`src/rtl/tetris_pkg.sv`:
```
// -----------------------------------------------------------------------------
// tetris_pkg
// Shared definitions for the player-input path:
//   user_event_t  3-bit event code carried to the game logic
//   BTN_*         bit positions of each button inside the raw button vector
//   NUM_BTN       number of player buttons
// -----------------------------------------------------------------------------
package tetris_pkg;

  typedef enum logic [2:0] {
    EV_LEFT     = 3'd0,
    EV_RIGHT    = 3'd1,
    EV_DOWN     = 3'd2,
    EV_ROTATE   = 3'd3,
    EV_NEW_GAME = 3'd4
  } user_event_t;

  localparam int BTN_LEFT     = 0;
  localparam int BTN_RIGHT    = 1;
  localparam int BTN_DOWN     = 2;
  localparam int BTN_ROTATE   = 3;
  localparam int BTN_NEW_GAME = 4;
  localparam int NUM_BTN      = 5;

endpackage

```
`src/rtl/user_event_gen_if.sv`:
```
// -----------------------------------------------------------------------------
// user_event_if
// Event handshake between the input block and the game logic.
//   user_event  head-of-queue event code (meaningful only while ready=1)
//   ready       an event is available
//   rd_req      consumer takes the head event this cycle
// master = event producer, slave = event consumer.
// -----------------------------------------------------------------------------
interface user_event_if;
  import tetris_pkg::*;

  user_event_t user_event;
  logic        ready;
  logic        rd_req;

  modport master (output user_event, output ready, input rd_req);
  modport slave  (input user_event, input ready, output rd_req);
endinterface

```
`src/rtl/user_event_gen_debounce.sv`:
```
// -----------------------------------------------------------------------------
// button_debounce
// One button: 2-flop synchroniser, debounce, press-edge pulse and optional
// auto-repeat.
//   clk_i, rst_n_i  clock, async active-low reset
//   btn_i           raw asynchronous level, 1 = pressed
//   pulse_o         registered one-cycle pulse per press / auto-repeat
// -----------------------------------------------------------------------------
module button_debounce #(
  parameter int DEBOUNCE_CYCLES = 50000,
  parameter int REPEAT_DELAY    = 8000000,
  parameter int REPEAT_PERIOD   = 2000000,
  parameter bit REPEAT_EN       = 1'b1
) (
  input  logic clk_i,
  input  logic rst_n_i,
  input  logic btn_i,
  output logic pulse_o
);

  localparam int DW   = $clog2(DEBOUNCE_CYCLES + 1);
  localparam int RMAX = (REPEAT_DELAY > REPEAT_PERIOD) ? REPEAT_DELAY : REPEAT_PERIOD;
  localparam int RW   = $clog2(RMAX + 1);

  logic          sync1, sync2;
  logic          sync_valid1, sync_valid2;
  logic          armed;
  logic          stable;
  logic [DW-1:0] db_cnt;
  logic          rep_active, rep_first_done;
  logic [RW-1:0] rep_cnt;
  logic          accept, rep_hit;

  // The synchronised level has differed from the stable level long enough.
  assign accept  = (sync2 != stable) && (db_cnt == DW'(DEBOUNCE_CYCLES - 1));
  assign rep_hit = rep_first_done ? (rep_cnt == RW'(REPEAT_PERIOD - 1))
                                  : (rep_cnt == RW'(REPEAT_DELAY - 1));

  // sync_valid marks when sync2 reflects the real input after reset. The
  // button is only armed once it has been seen released, so a button held
  // through reset release produces nothing until it is let go and re-pressed.
  // A level change (accept) takes priority over a repeat firing in the same
  // cycle, so a release always suppresses any further repeat.
  always_ff @(posedge clk_i or negedge rst_n_i) begin
    if (!rst_n_i) begin
      sync1          <= 1'b0;
      sync2          <= 1'b0;
      sync_valid1    <= 1'b0;
      sync_valid2    <= 1'b0;
      armed          <= 1'b0;
      stable         <= 1'b0;
      db_cnt         <= '0;
      rep_active     <= 1'b0;
      rep_first_done <= 1'b0;
      rep_cnt        <= '0;
      pulse_o        <= 1'b0;
    end else begin
      sync1       <= btn_i;
      sync2       <= sync1;
      sync_valid1 <= 1'b1;
      sync_valid2 <= sync_valid1;
      if (sync_valid2 && !sync2)
        armed <= 1'b1;

      if (sync2 == stable || accept)
        db_cnt <= '0;
      else
        db_cnt <= db_cnt + 1'b1;

      pulse_o <= 1'b0;
      if (accept) begin
        stable         <= sync2;
        rep_cnt        <= '0;
        rep_first_done <= 1'b0;
        rep_active     <= sync2 && armed && REPEAT_EN;
        pulse_o        <= sync2 && armed;
      end else if (rep_active) begin
        if (rep_hit) begin
          rep_cnt        <= '0;
          rep_first_done <= 1'b1;
          pulse_o        <= 1'b1;
        end else begin
          rep_cnt <= rep_cnt + 1'b1;
        end
      end
    end
  end

endmodule

```
`src/rtl/user_event_gen.sv`:
```
// -----------------------------------------------------------------------------
// user_event_gen
// Converts raw player buttons into the queued user event stream.
//   clk_i     system clock
//   rst_n_i   async reset, active-low; discards all pending and queued events
//   btn_i     raw levels [0]left [1]right [2]down [3]rotate [4]new_game
//   evt       event handshake (master): user_event / ready / rd_req
// Each button feeds a pending flag; one flag per cycle is pushed into a
// show-ahead FIFO in priority new_game > rotate > down > left > right.
// -----------------------------------------------------------------------------
module user_event_gen
  import tetris_pkg::*;
#(
  parameter int DEBOUNCE_CYCLES = 50000,
  parameter int REPEAT_DELAY    = 8000000,
  parameter int REPEAT_PERIOD   = 2000000,
  parameter int FIFO_DEPTH      = 8
) (
  input  logic               clk_i,
  input  logic               rst_n_i,
  input  logic [NUM_BTN-1:0] btn_i,
  user_event_if.master       evt
);

  localparam int AW = $clog2(FIFO_DEPTH);

  logic [NUM_BTN-1:0] pulse;
  logic [NUM_BTN-1:0] pending;
  logic [NUM_BTN-1:0] grant;
  user_event_t        push_ev;
  user_event_t        mem [FIFO_DEPTH];
  logic [AW-1:0]      wr_ptr, rd_ptr;
  logic [AW:0]        count;
  logic               full, push, pop;

  // Only the movement buttons auto-repeat.
  for (genvar i = 0; i < NUM_BTN; i++) begin : g_btn
    button_debounce #(
      .DEBOUNCE_CYCLES (DEBOUNCE_CYCLES),
      .REPEAT_DELAY    (REPEAT_DELAY),
      .REPEAT_PERIOD   (REPEAT_PERIOD),
      .REPEAT_EN       (i <= BTN_DOWN)
    ) u_debounce (
      .clk_i   (clk_i),
      .rst_n_i (rst_n_i),
      .btn_i   (btn_i[i]),
      .pulse_o (pulse[i])
    );
  end

  // Fixed-priority pick among the pending flags.
  always_comb begin
    grant   = '0;
    push_ev = EV_LEFT;
    if (pending[BTN_NEW_GAME]) begin
      grant[BTN_NEW_GAME] = 1'b1;
      push_ev             = EV_NEW_GAME;
    end else if (pending[BTN_ROTATE]) begin
      grant[BTN_ROTATE] = 1'b1;
      push_ev           = EV_ROTATE;
    end else if (pending[BTN_DOWN]) begin
      grant[BTN_DOWN] = 1'b1;
      push_ev         = EV_DOWN;
    end else if (pending[BTN_LEFT]) begin
      grant[BTN_LEFT] = 1'b1;
      push_ev         = EV_LEFT;
    end else if (pending[BTN_RIGHT]) begin
      grant[BTN_RIGHT] = 1'b1;
      push_ev          = EV_RIGHT;
    end
  end

  // A full FIFO still accepts a push when the head is popped the same cycle.
  assign full = (count == (AW + 1)'(FIFO_DEPTH));
  assign pop  = evt.rd_req && (count != '0);
  assign push = (|pending) && (!full || pop);

  // Pending flags clear on push but a fresh pulse re-sets them in the same
  // cycle; a pulse landing on an already-set flag simply merges into it.
  always_ff @(posedge clk_i or negedge rst_n_i) begin
    if (!rst_n_i) begin
      pending <= '0;
      wr_ptr  <= '0;
      rd_ptr  <= '0;
      count   <= '0;
      for (int i = 0; i < FIFO_DEPTH; i++)
        mem[i] <= EV_LEFT;
    end else begin
      pending <= (pending & ~(push ? grant : '0)) | pulse;
      if (push) begin
        mem[wr_ptr] <= push_ev;
        wr_ptr      <= wr_ptr + 1'b1;
      end
      if (pop)
        rd_ptr <= rd_ptr + 1'b1;
      case ({push, pop})
        2'b10:   count <= count + 1'b1;
        2'b01:   count <= count - 1'b1;
        default: count <= count;
      endcase
    end
  end

  assign evt.user_event = mem[rd_ptr];
  assign evt.ready      = (count != '0);

endmodule

```
`src/flat_wrapper.sv`:
```
// flat-port wrapper written by rule: the top's interface ports become plain ports
module user_event_gen_flat import tetris_pkg::*;
#(
  parameter int DEBOUNCE_CYCLES = 50000,
  parameter int REPEAT_DELAY    = 8000000,
  parameter int REPEAT_PERIOD   = 2000000,
  parameter int FIFO_DEPTH      = 8
)
  (clk_i, rst_n_i, btn_i, evt_user_event, evt_ready, evt_rd_req);
  user_event_if evt_i ();
  input  logic clk_i;
  input  logic rst_n_i;
  input  logic [NUM_BTN-1:0] btn_i;
  output wire logic [$bits(evt_i.user_event)-1:0] evt_user_event;
  output wire logic [$bits(evt_i.ready)-1:0] evt_ready;
  input wire logic [$bits(evt_i.rd_req)-1:0] evt_rd_req;
  assign evt_user_event = evt_i.user_event;
  assign evt_ready = evt_i.ready;
  assign evt_i.rd_req = evt_rd_req;
  user_event_gen #(.DEBOUNCE_CYCLES(DEBOUNCE_CYCLES), .REPEAT_DELAY(REPEAT_DELAY), .REPEAT_PERIOD(REPEAT_PERIOD), .FIFO_DEPTH(FIFO_DEPTH)) u_core (.clk_i(clk_i), .rst_n_i(rst_n_i), .btn_i(btn_i), .evt(evt_i));
endmodule
```
`config.mk`:
```
export PLATFORM = sky130hd
export DESIGN_NAME = user_event_gen_flat
export DESIGN_NICKNAME = d
export VERILOG_FILES = /design/src/rtl/tetris_pkg.sv /design/src/rtl/user_event_gen_if.sv /design/src/rtl/user_event_gen_debounce.sv /design/src/rtl/user_event_gen.sv /design/src/flat_wrapper.sv
export SDC_FILE = /design/constraint.sdc
export NUM_CORES = 1
export LEC_CHECK = 0
export ABC_AREA = 1
export CAP_MARGIN = 20
export CORE_UTILIZATION = 40
export CTS_CLUSTER_SIZE = 20
export DETAILED_ROUTE_END_ITERATION = 16
export HOLD_SLACK_MARGIN = 0.02
export SLEW_MARGIN = 10
export SYNTH_ARGS = -nofsm -noshare
export SYNTH_HDL_FRONTEND = slang
export SYNTH_HIERARCHICAL = 1
export SYNTH_SLANG_ARGS = --single-unit
```
`constraint.sdc`:
```
create_clock -name clk_i -period 1.7 [get_ports clk_i]
set_input_delay 0.255 -clock clk_i [delete_from_list [all_inputs] [get_ports clk_i]]
set_output_delay 0.255 -clock clk_i [all_outputs]
set_load 0.05 [all_outputs]
```
==> out/metrics.csv, run 1 <==
stage,metric,value,unit
clocking,htree_levels,1,
global_routing,globalRoute.totalOverflow,0,
drt,met2RoutedLength,13820,um
yosys,async_set_reset_flop_share_out_of_synthesis,100.0,%
sta,max_slew_violation_count,0,
critical_path,crit_type,reg2out,
global_routing,grt_pass1_wl,50890,um
critical_path,r2r_end,u_core/count[2],
drt,met3_routed_wl,1070,um
min_path,hold_start,btn_i[1],
drt,highest-signal-layer,met4,
yosys,yosys_register_bits,229,
critical_path,worstPathArrival,1800,ps
critical_path,crit_path_max_fanout,5,
yosys,synth_cell_area,13130,sq um
drt,routed-via-count,11500,
die,starting_density_of_the_core,41.08,%
sta,whs,159.2,ps
finish,sequential_cell_area,5737,sq um
drt,routed_wire_length_per_instance,12.83,um
critical_path,critical_path_end_type,primary output,
drt,drt_iter0_markers,746,
clocking,cts_max_path_buffers,3,
critical_path,reg2reg_setup_slack,-60,ps
drt,route.antenna.remaining_nets,0,
yosys,post_synth.cell_area_avg,7.394,sq um
yosys,synth_fp_nets,1797,
sta,finalHoldViolCount,0,
place,buffer_ports.inserted,11,
place,place.detailed.hpwl,20720,um
critical_path,rr_startpoint,u_core/count[3],
status,violations,setup timing,
yosys,yosys-top-cells-area,"dfrtp_1, nand2_1, nor2_1",
clocking,cts_made_buffers,28,
finish,nFillCells,3051,
min_path,timing.hold.worst_endpoint,u_core/g_btn[1].u_debounce/sync1,
place,dp_cells,2272,
min_path,hold_class,in2reg,
yosys,synth.yosys.warnings,6,
yosys,synth_edf_count,0,
finish,drive_above_1_share,18.61,%
yosys,post-synth-top-count-cell,nand2_1,
sta,fmaxAchievable,487.0,MHz
drt,vias_per_cell,4.897,
clocking,clock_insertion_delay_worst_skew,540,ps
clocking,clockRootBuffer,clkbuf_16,
yosys,postSynthCellCount,1776,
yosys,ys_dominant_reg_cell,dfrtp_1,
clocking,clock_tree_from_tritoncts,yes,
finish,layout-area-overhead-vs-synth,21.07,%
flow_run,max_cap_viol_count,0,
clocking,path_clk_slew,60,ps
power,fin_total_pwr,14.33,mW
yosys,post-synth-top-area-cell,dfrtp_1,
die,std_cell_rows,65,
critical_path,start_kind,register,
critical_path,cp_data_required_time,1440,ps
die,design.core.area,31960,sq um
power,leakage,7.465,nW
sta,rsz0062_at_grt,yes,
yosys,synth-xor-area-share,3.430,%
yosys,synth_adder_area_share,1.239,%
sta,skew,10.46,ps
drt,detailed_routing_iterations_pass_1,7,
sta,final.period_utilization,120.8,%
yosys,synthDistinctLibCells,41,
global_routing,pin_count_of_the_biggest_net_entering_global_routing,65,
drt,drc_errors,0,
sta,fin_crit,2053,ps
finish,n_antenna_cell,0,
place,gp_congestion,0.9104,
finish,nets,1915,
yosys,most_used_standard_cells_in_the_synthesized_netlist,"nand2_1, nor2_1, dfrtp_1",
min_path,hold-path-cell-count,1,
global_routing,first_global_vias,10980,
yosys,post_synth_mux_area_share,0,%
yosys,combinational_family_with_the_most_area_after_synthesis,simple AND/OR/NAND/NOR gates,
critical_path,ff2ff_path_depth,11,
status,status,"complete, but fails checks",
yosys,synth_compound_gate_area_share,5.136,%
finish,finish.cell_count_without_fillers,2348,
power,ir_worst_vdd,1109,uV
global_routing,number_of_antenna_violations_at_the_first_check_in_global_routing,0,
die,die-area,33560,sq um
global_routing,global_router_s_overall_resource_usage,18.06,%
power,p_per_area,901.4,nW/um^2
yosys,yosysSeqAreaShare,43.64,%
die,die_h,183.2,um
finish,multiInputGateArea,6745,sq um
die,die_w,183.2,um
yosys,area_fraction_in_and_or_nand_and_nor_cells_after_synthesis,38.35,%
sta,timing.final.setup_violations,17,
sta,final_critical_path_setup_slack,-353.5,ps
die,num_io_pins,12,
drt,met1_wirelength,14780,um
yosys,synth_top_area_share,43.64,%
clocking,tritoncts_num_sinks,229,
drt,wl,30140,um
==> stage by stage <==
stage | cell area, sq um | setup slack, ps | util [%] | TNS, ps
detailed placement | 14310 | -371.7 | 44.77 | -913.9
floorplan | 13180 | -190.9 | - | -203.2
global placement | 14310 | -314.9 | 44.77 | -634.7
finish | 15900 | -353.5 | 49.74 | -1245
global route | 15900 | -439.2 | 49.74 | -3151
CTS | 15420 | -360.1 | 48.25 | -1171
==> logic make-up (layout without fill, tap and decap cells) <==
group / Yosys count / after routing
AO/OA/AOI/OAI: 126 / 126
XOR/XNOR: 48 / 48
adder cells (fa/ha/maj): 13 / 13
buffers and inverters: 249 / 384
flip-flops: 229 / 229
other: 5 / 5
AND/OR/NAND/NOR: 1106 / 1108
==> flip-flops by register name, indices dropped and copies added, names as in the netlist <==
name,cells
u_core/g_btn.u_debounce/sync_valid2,5
u_core/g_btn.u_debounce/pulse_o,5
u_core/g_btn.u_debounce/rep_first_done,3
u_core/rd_ptr,3
u_core/mem,24
u_core/g_btn.u_debounce/rep_cnt,69
u_core/g_btn.u_debounce/stable,5
u_core/g_btn.u_debounce/sync2,5
u_core/g_btn.u_debounce/db_cnt,80
u_core/count,4
u_core/g_btn.u_debounce/sync_valid1,5
u_core/g_btn.u_debounce/rep_active,3
u_core/g_btn.u_debounce/armed,5
u_core/pending,5
u_core/wr_ptr,3
u_core/g_btn.u_debounce/sync1,5
==> power breakdown <==
group          internal, mW  switching [mW]
clock                  4.02            2.31
combinational          1.00            1.21
sequential             5.60           0.182
total                  10.6            3.70
==> critical path, cell delays in order (launching register included) <==
cell	delay, ps
dfrtp_2	450
clkinvlp_4	210
buf_6	170
nor2_2	80
o21ai_2	60
nand2_1	80
nand2_2	60
buf_12	140
==> area by class of cell <==
cell class,instances,share of cell area (%)
repair inverters,3,0.1259
flip-flops and latches,229,36.09
inverters,221,5.383
well taps,435,3.424
clock buffers,37,5.006
repair buffers,111,6.328
multi-input cells,1300,42.43
clock inverters,12,1.220
==> per-layer routing <==
metal	vias up	track usage [%]
met4	0	4.400
met2	176	29.64
met1	5426	25.34
li1	5860	-
met3	36	2.145
met5	-	0
==> how the worst max path moves through the flow <==
| stage | startpoint | endpoint | slack (ps) | depth (start not counted) |
|---|---|---|---|---|
| 2_1_floorplan | u_core/count[0] | u_core/count[2] | -190 | 12 |
| 3_3_place_gp | evt_rd_req | u_core/count[2] | -310 | 12 |
| 3_5_place_dp | evt_rd_req | u_core/count[2] | -370 | 12 |
| 4_1_cts | u_core/rd_ptr[0] | evt_user_event[0] | -360 | 7 |
| 5_1_grt | u_core/rd_ptr[0] | evt_user_event[1] | -440 | 7 |
| 6_report | u_core/rd_ptr[0] | evt_user_event[0] | -350 | 7 |
==> timing repair <==
action,4_1_cts,5_1_grt
pin swaps,12,37
setup endpoints to repair,6,59
hold buffers,1,0
buffers inserted,6,14
gates resized for setup,29,104
gates cloned,2,4
endpoints found under the hold margin,229,0
==> layout by cell type, fill, tap and decap left out, types with 5 or more instances in the layout <==
cell,instances
conb_1,5
nand3_1,103
or2_2,5
inv_1,198
dfrtp_2,5
xor2_1,29
a21oi_1,12
ha_4,6
clkdlybuf4s50_1,6
nor2_2,40
nand4_1,71
nand3_2,18
o21ai_0,64
o21ai_2,8
nand2_4,18
nor3b_1,13
buf_6,6
inv_4,5
nand2_2,40
buf_12,10
nor2_4,19
buf_4,87
nor2_1,268
dfrtp_1,224
xnor2_1,14
o21ai_1,29
inv_2,16
o21bai_1,7
bufinv_16,5
nand2_1,455
clkbuf_16,29
nor3_1,41
No activity file was read; power rests on OpenSTA's default activity.
==> run 2, diff against run 1 <==
- GPL_TIMING_DRIVEN: default -> 0
==> run 2 against run 1 <==
Effect of this change:
- the run still ends with setup timing left
- flip-flop and latch count stayed put
- total power is 0.48% lower
- sequential power hardly changed
- non-clock buffer count is 15 lower
- wire length is 0.39% lower
==> out/metrics.csv, run 2 (same netlist as run 1, synthesis figures left out) <==
stage,metric,value,unit
die,die_h,183.2,um
power,leakage,7.407,nW
finish,layout.cells.most_common,nand2_1,
power,share_clk_of_total_power,45.7,%
finish,nets,1895,
finish,largest-register,u_core/g_btn.u_debounce/db_cnt,
finish,multiInputGateArea,6864,sq um
finish,drive_above_1_share,18.16,%
clocking,clockRootBuffer,clkbuf_16,
critical_path,cpLargestDelayFamily,flip-flops,
drt,routed-via-count,11410,
power,net-switching-power,3.594,mW
sta,relSlewSlack,49.15,%
finish,n_antenna_cell,0,
power,p_seq_share,40.4,%
drt,highest-signal-layer,met4,
sta,max_slew.worst_pin.slew,757.7,ps
critical_path,critical_path_end_type,primary output,
critical_path,timing.critical_path.slowest_stage_cell,dfrtp_2,
global_routing,globalRoute.totalOverflow,0,
critical_path,cp_data_required_time,1440,ps
critical_path,start_kind,register,
die,std_cell_rows,65,
clocking,cts_made_buffers,28,
drt,route.antenna.remaining_nets,0,
power,cell_internal_pwr,10.67,mW
power,p_per_area,895.9,nW/um^2
critical_path,crit_path_max_fanout,4,
power,combPwrFrac,13.9,%
sta,skew,16.02,ps
place,place_ws,-562.7,ps
place,buffer_ports.inserted,11,
global_routing,grt_pass1_wl,51240,um
sta,fin_crit,1977,ps
finish,layout-area-overhead-vs-synth,21.23,%
die,die-area,33560,sq um
die,starting_density_of_the_core,41.08,%
global_routing,pin_count_of_the_biggest_net_entering_global_routing,92,
clocking,tritoncts_num_sinks,229,
drt,met2RoutedLength,14040,um
global_routing,number_of_antenna_violations_at_the_first_check_in_global_routing,0,
status,violations,setup timing,
finish,largest_register_ffs,80,
status,status,"complete, but fails checks",
drt,met1_wirelength,14180,um
sta,finalHoldViolCount,0,
drt,routed_wire_length_per_instance,12.89,um
die,num_io_pins,12,
drt,drc_errors,0,
drt,drt_iter0_markers,629,
flow_run,max_cap_viol_count,0,
finish,sequential_cell_area,5739,sq um
sta,timing.final.setup_violations,8,
drt,detailed_routing_iterations_pass_1,5,
sta,fmaxAchievable,505.8,MHz
clocking,path_clk_slew,60,ps
finish,finish.cell_count_without_fillers,2329,
critical_path,crit_chain,"buf_6, nor2_1, nor2_1, o21ai_1, o21ai_1, nand2_1, nand2_1, buf_6",
critical_path,worstPathArrival,1720,ps
place,dp_cells,2224,
min_path,hold_class,in2reg,
clocking,clock_insertion_delay_worst_skew,540,ps
drt,met3_routed_wl,1220,um
critical_path,worstPathBufferInverterCount,2,
global_routing,global_router_s_overall_resource_usage,18.22,%
sta,max_slew_violation_count,0,
finish,nFillCells,3117,
die,die_w,183.2,um
place,gp_congestion,0.8901,
power,power_switching_share,25.20,%
critical_path,cp_slowest_stage_delay,450,ps
sta,final_critical_path_setup_slack,-277.2,ps
die,design.core.area,31960,sq um
critical_path,crit_type,reg2out,
finish,top_regs,"u_core/g_btn.u_debounce/db_cnt (80), u_core/g_btn.u_debounce/rep_cnt (69), u_core/mem (24)",
finish,commonest_cells_after_routing_fill_and_taps_aside,"nand2_1, nor2_1, dfrtp_1, inv_1, nand3_1",
sta,rsz0062_at_grt,yes,
power,ir_worst_vdd,953.3,uV
place,place.detailed.hpwl,20370,um
clocking,cts_max_path_buffers,3,
global_routing,first_global_vias,11170,
drt,wl,30020,um
sta,final.period_utilization,116.3,%
clocking,clock_tree_from_tritoncts,yes,
sta,whs,163.1,ps
drt,vias_per_cell,4.901,
clocking,htree_levels,1,
[run 2: cell types whose count changed in the layout (fill, tap and decap cells not counted), moves of 8 or more]
cell / previous run / this run
nand2_4: 18 / 26
nand2_2: 40 / 32
inv_2: 16 / 30
inv_1: 198 / 187
buf_4: 87 / 51
buf_12: 10 / 2
[run 2: what timing repair did]
item	4_1_cts	5_1_grt
pin swaps	28	29
hold endpoints to repair	66	0
resized for setup	77	127
cloned	1	2
endpoints found under the setup margin	76	104
setup buffers	25	26
hold buffers	1	0
[run 2: final cells by class]
| class | instances | area share, % |
|---|---|---|
| Clock buffer | 37 | 4.810 |
| Tap cell | 435 | 3.419 |
| Multi-Input combinational cell | 1298 | 43.12 |
| Inverter | 221 | 5.290 |
| Buffer | 28 | 1.713 |
| Clock inverter | 13 | 1.533 |
| Sequential cell | 229 | 36.05 |
| Timing Repair Buffer | 68 | 4.064 |
[run 2: worst register-to-register path, stage by stage (launching register included)]
cell and delay [ps]:
dfrtp_2 420, nor2_4 170, nand2_4 80, nand2_4 80
inv_4 50, ha_4 160, nand2_2 60, inv_2 50
nor2_4 120, ha_4 140, a21oi_2 30, or2_4 220
a31oi_1 130
[run 2: power by group through the flow]
stage | clock network, mW | registers, mW | logic (mW)
4_1_cts | 6.69 | 5.76 | 1.84
6_report | 6.51 | 5.77 | 1.98
3_3_place_gp | 0 | 5.85 | 1.42
2_1_floorplan | 0 | 5.82 | 1.02
3_5_place_dp | 0 | 5.86 | 1.46
5_1_grt | 6.92 | 5.79 | 2.22
[run 2: routing by layer]
metal	track usage, %	up-vias
li1	-	5838
met1	24.44	5323
met2	30.97	211
met3	2.244	42
met4	4.933	0
met5	0	-
[run 2: final timing paths]
path	startpoint	slack, ps	to	depth (start not counted)
setup / recovery	u_core/rd_ptr[0]	-280	evt_user_event[1]	8
hold / removal	btn_i[1]	160	u_core/g_btn[1].u_debounce/sync1	1
setup reg to reg	u_core/count[0]	-80	u_core/count[2]	12
hold reg to reg	u_core/g_btn[1].u_debounce/sync_valid1	330	u_core/g_btn[1].u_debounce/sync_valid2	0
max in group asynchronous	rst_n_i	560	u_core/g_btn[0].u_debounce/rep_cnt[11]	3
min in group asynchronous	rst_n_i	290	u_core/g_btn[1].u_debounce/rep_cnt[10]	2
[run 2: metrics by stage]
stage | instance area, sq um | utilization (%) | TNS, ps | total power, mW
after floorplan | 13180 | - | -203.2 | 6.837
after global placement | 13830 | 43.27 | -2258020 | 7.273
after detailed placement | 13890 | 43.46 | -7308 | 7.318
after CTS | 15230 | 47.65 | -907.0 | 14.28
after global routing | 15920 | 49.81 | -3789 | 14.93
final | 15920 | 49.81 | -918.1 | 14.26
==> run 3, diff against run 2 <==
- CORE_UTILIZATION: 40 -> 36
==> run 3 against run 2 <==
Effect of this change:
- the run ends with DRC, setup timing left
- critical path depth is the same
- total power is 3.1% lower
- clock power fell by 10%
- sequential share of layout area rose by 0.13 points
- combinational power grew 13%
- critical path type unchanged
- largest power group unchanged
==> out/metrics.csv, run 3 (same netlist as run 1, synthesis figures left out) <==
stage,metric,value,unit
status,status,"complete, but fails checks",
status,violations,"DRC, setup timing",
global_routing,number_of_antenna_violations_at_the_first_check_in_global_routing,0,
drt,route.antenna.remaining_nets,0,
finish,design_area,15860,sq um
finish,layout.cells.most_common,nand2_1,
drt,wl,29760,um
clocking,clock_tree_from_tritoncts,yes,
critical_path,crit_type,reg2out,
critical_path,worstPathArrival,1790,ps
sta,fin_crit,2046,ps
clocking,clockRootBuffer,clkbuf_16,
sta,max_slew_violation_count,0,
drt,detailed_routing_iterations_pass_1,12,
critical_path,cp_data_required_time,1440,ps
finish,nets,1881,
clocking,clock_insertion_delay_worst_skew,550,ps
drt,vias_per_cell,4.900,
sta,final.period_utilization,120.3,%
drt,routed-via-count,11470,
critical_path,timing.critical_path.slowest_stage_cell,dfrtp_2,
sta,whs,144.8,ps
power,fin_total_pwr,13.82,mW
clocking,htree_levels,1,
place,place_area,13920,sq um
power,p_per_area,871.1,nW/um^2
drt,drc_errors,4,
global_routing,global_router_s_overall_resource_usage,16.08,%
finish,finish.cell_count_without_fillers,2341,
finish,n_antenna_cell,0,
critical_path,cp_slowest_stage_delay,440,ps
finish,commonest_cells_after_routing_fill_and_taps_aside,"nand2_1, nor2_1, dfrtp_1, inv_1, nand3_1",
global_routing,pin_count_of_the_biggest_net_entering_global_routing,107,
power,leakage,7.317,nW
critical_path,critical_path_end_type,primary output,
sta,relSlewSlack,50.13,%
sta,max_slew.worst_pin.slew,743.1,ps
place,buffer_ports.inserted,11,
place,gp_congestion,0.8858,
sta,rsz0062_at_grt,yes,
finish,top_regs,"u_core/g_btn.u_debounce/db_cnt (80), u_core/g_btn.u_debounce/rep_cnt (69), u_core/mem (24)",
die,die_w,193.0,um
sta,timing.final.setup_violations,21,
drt,drt_iter0_markers,812,
global_routing,first_global_vias,10720,
sta,final_critical_path_setup_slack,-345.7,ps
die,starting_density_of_the_core,36.74,%
clocking,tritoncts_num_sinks,229,
critical_path,crit_chain,"buf_4, nor2_1, nor2_1, o21ai_0, o21ai_1, nand2_1, nand2_1, buf_6",
sta,finalHoldViolCount,0,
die,die_h,193.0,um
finish,nFillCells,3557,
die,design.core.area,35740,sq um
flow_run,max_cap_viol_count,0,
finish,layout-area-overhead-vs-synth,20.80,%
place,dp_cells,2250,
finish,drive_above_1_share,18.72,%
clocking,cts_made_buffers,27,
clocking,path_clk_slew,60,ps
power,ir_worst_vdd,633.6,uV
critical_path,start_kind,register,
critical_path,crit_path_max_fanout,4,
die,std_cell_rows,69,
clocking,cts_max_path_buffers,3,
sta,skew,22.11,ps
finish,largest-register,u_core/g_btn.u_debounce/db_cnt,
finish,largest_register_ffs,80,
sta,fmaxAchievable,488.8,MHz
finish,final_core_util,44.38,%
drt,routed_wire_length_per_instance,12.71,um
global_routing,globalRoute.totalOverflow,0,
place,place.detailed.hpwl,19870,um
global_routing,grt_pass1_wl,50090,um
die,num_io_pins,12,
min_path,hold_class,in2reg,
die,die-area,37240,sq um
==> run 3: worst paths after layout <==
path | startpoint | cells after the start | slack (ps) | endpoint
setup / recovery | u_core/rd_ptr[0] | 8 | -350 | evt_user_event[1]
hold / removal | btn_i[4] | 1 | 140 | u_core/g_btn[4].u_debounce/sync1
setup reg to reg | u_core/count[0] | 12 | -140 | u_core/count[2]
hold reg to reg | u_core/g_btn[3].u_debounce/sync_valid1 | 0 | 340 | u_core/g_btn[3].u_debounce/sync_valid2
max in group asynchronous | rst_n_i | 4 | 280 | u_core/mem[16]
min in group asynchronous | rst_n_i | 2 | 170 | u_core/g_btn[1].u_debounce/db_cnt[15]
==> run 3: cell type report <==
| class | instances | area (sq um) | area share [%] |
|---|---|---|---|
| clock buffer | 36 | 769.5 | 4.851 |
| buffer | 28 | 281.5 | 1.775 |
| timing repair buffer | 55 | 565.5 | 3.565 |
| tap | 461 | 576.8 | 3.636 |
| multi-input combinational | 1298 | 6955 | 43.85 |
| sequential | 229 | 5739 | 36.18 |
| inverter | 221 | 837.1 | 5.277 |
| clock inverter | 13 | 137.6 | 0.8676 |
==> run 3: what timing repair did <==
action,in CTS,in global routing
endpoints found under the setup margin,68,105
hold buffers,1,0
endpoints found under the hold margin,41,0
gates resized for setup,63,169
cloned,0,4
pin swaps,23,36
setup buffers,19,19
==> run 3: through the flow <==
stage / TNS, ps / setup slack [ps]
final: -1658 / -345.7
after global routing: -4718 / -452.7
after CTS: -1077 / -340.0
after detailed placement: -5910 / -573.3
after global placement: -2230560 / -9752
after floorplan: -203.2 / -190.9
==> run 3: worst max-delay path, delay by kind of cell, from the launching register on <==
| family | cells | cell delay [ps] |
|---|---|---|
| DFF | 1 | 440 |
| buffers and inverters | 2 | 310 |
| and+or+nand+nor | 4 | 300 |
| AOI/OAI and AO/OA | 2 | 180 |
==> run 3: power by group <==
part	total [mW]	switching, mW	leakage [nW]	internal [mW]
logic	2.23	1.30	3.80	0.931
clock network	5.83	2.35	0.445	3.49
registers	5.75	0.151	3.07	5.60
==> run 3: metal layers <==
layer | wire length [um] | GRT usage (%) | vias to the layer above
met3 | 1171 | 2.154 | 48
met5 | 0 | 0 | -
li1 | - | - | 5798
met1 | 13990 | 22.14 | 5421
met2 | 14030 | 26.67 | 203
met4 | 573 | 3.936 | 0
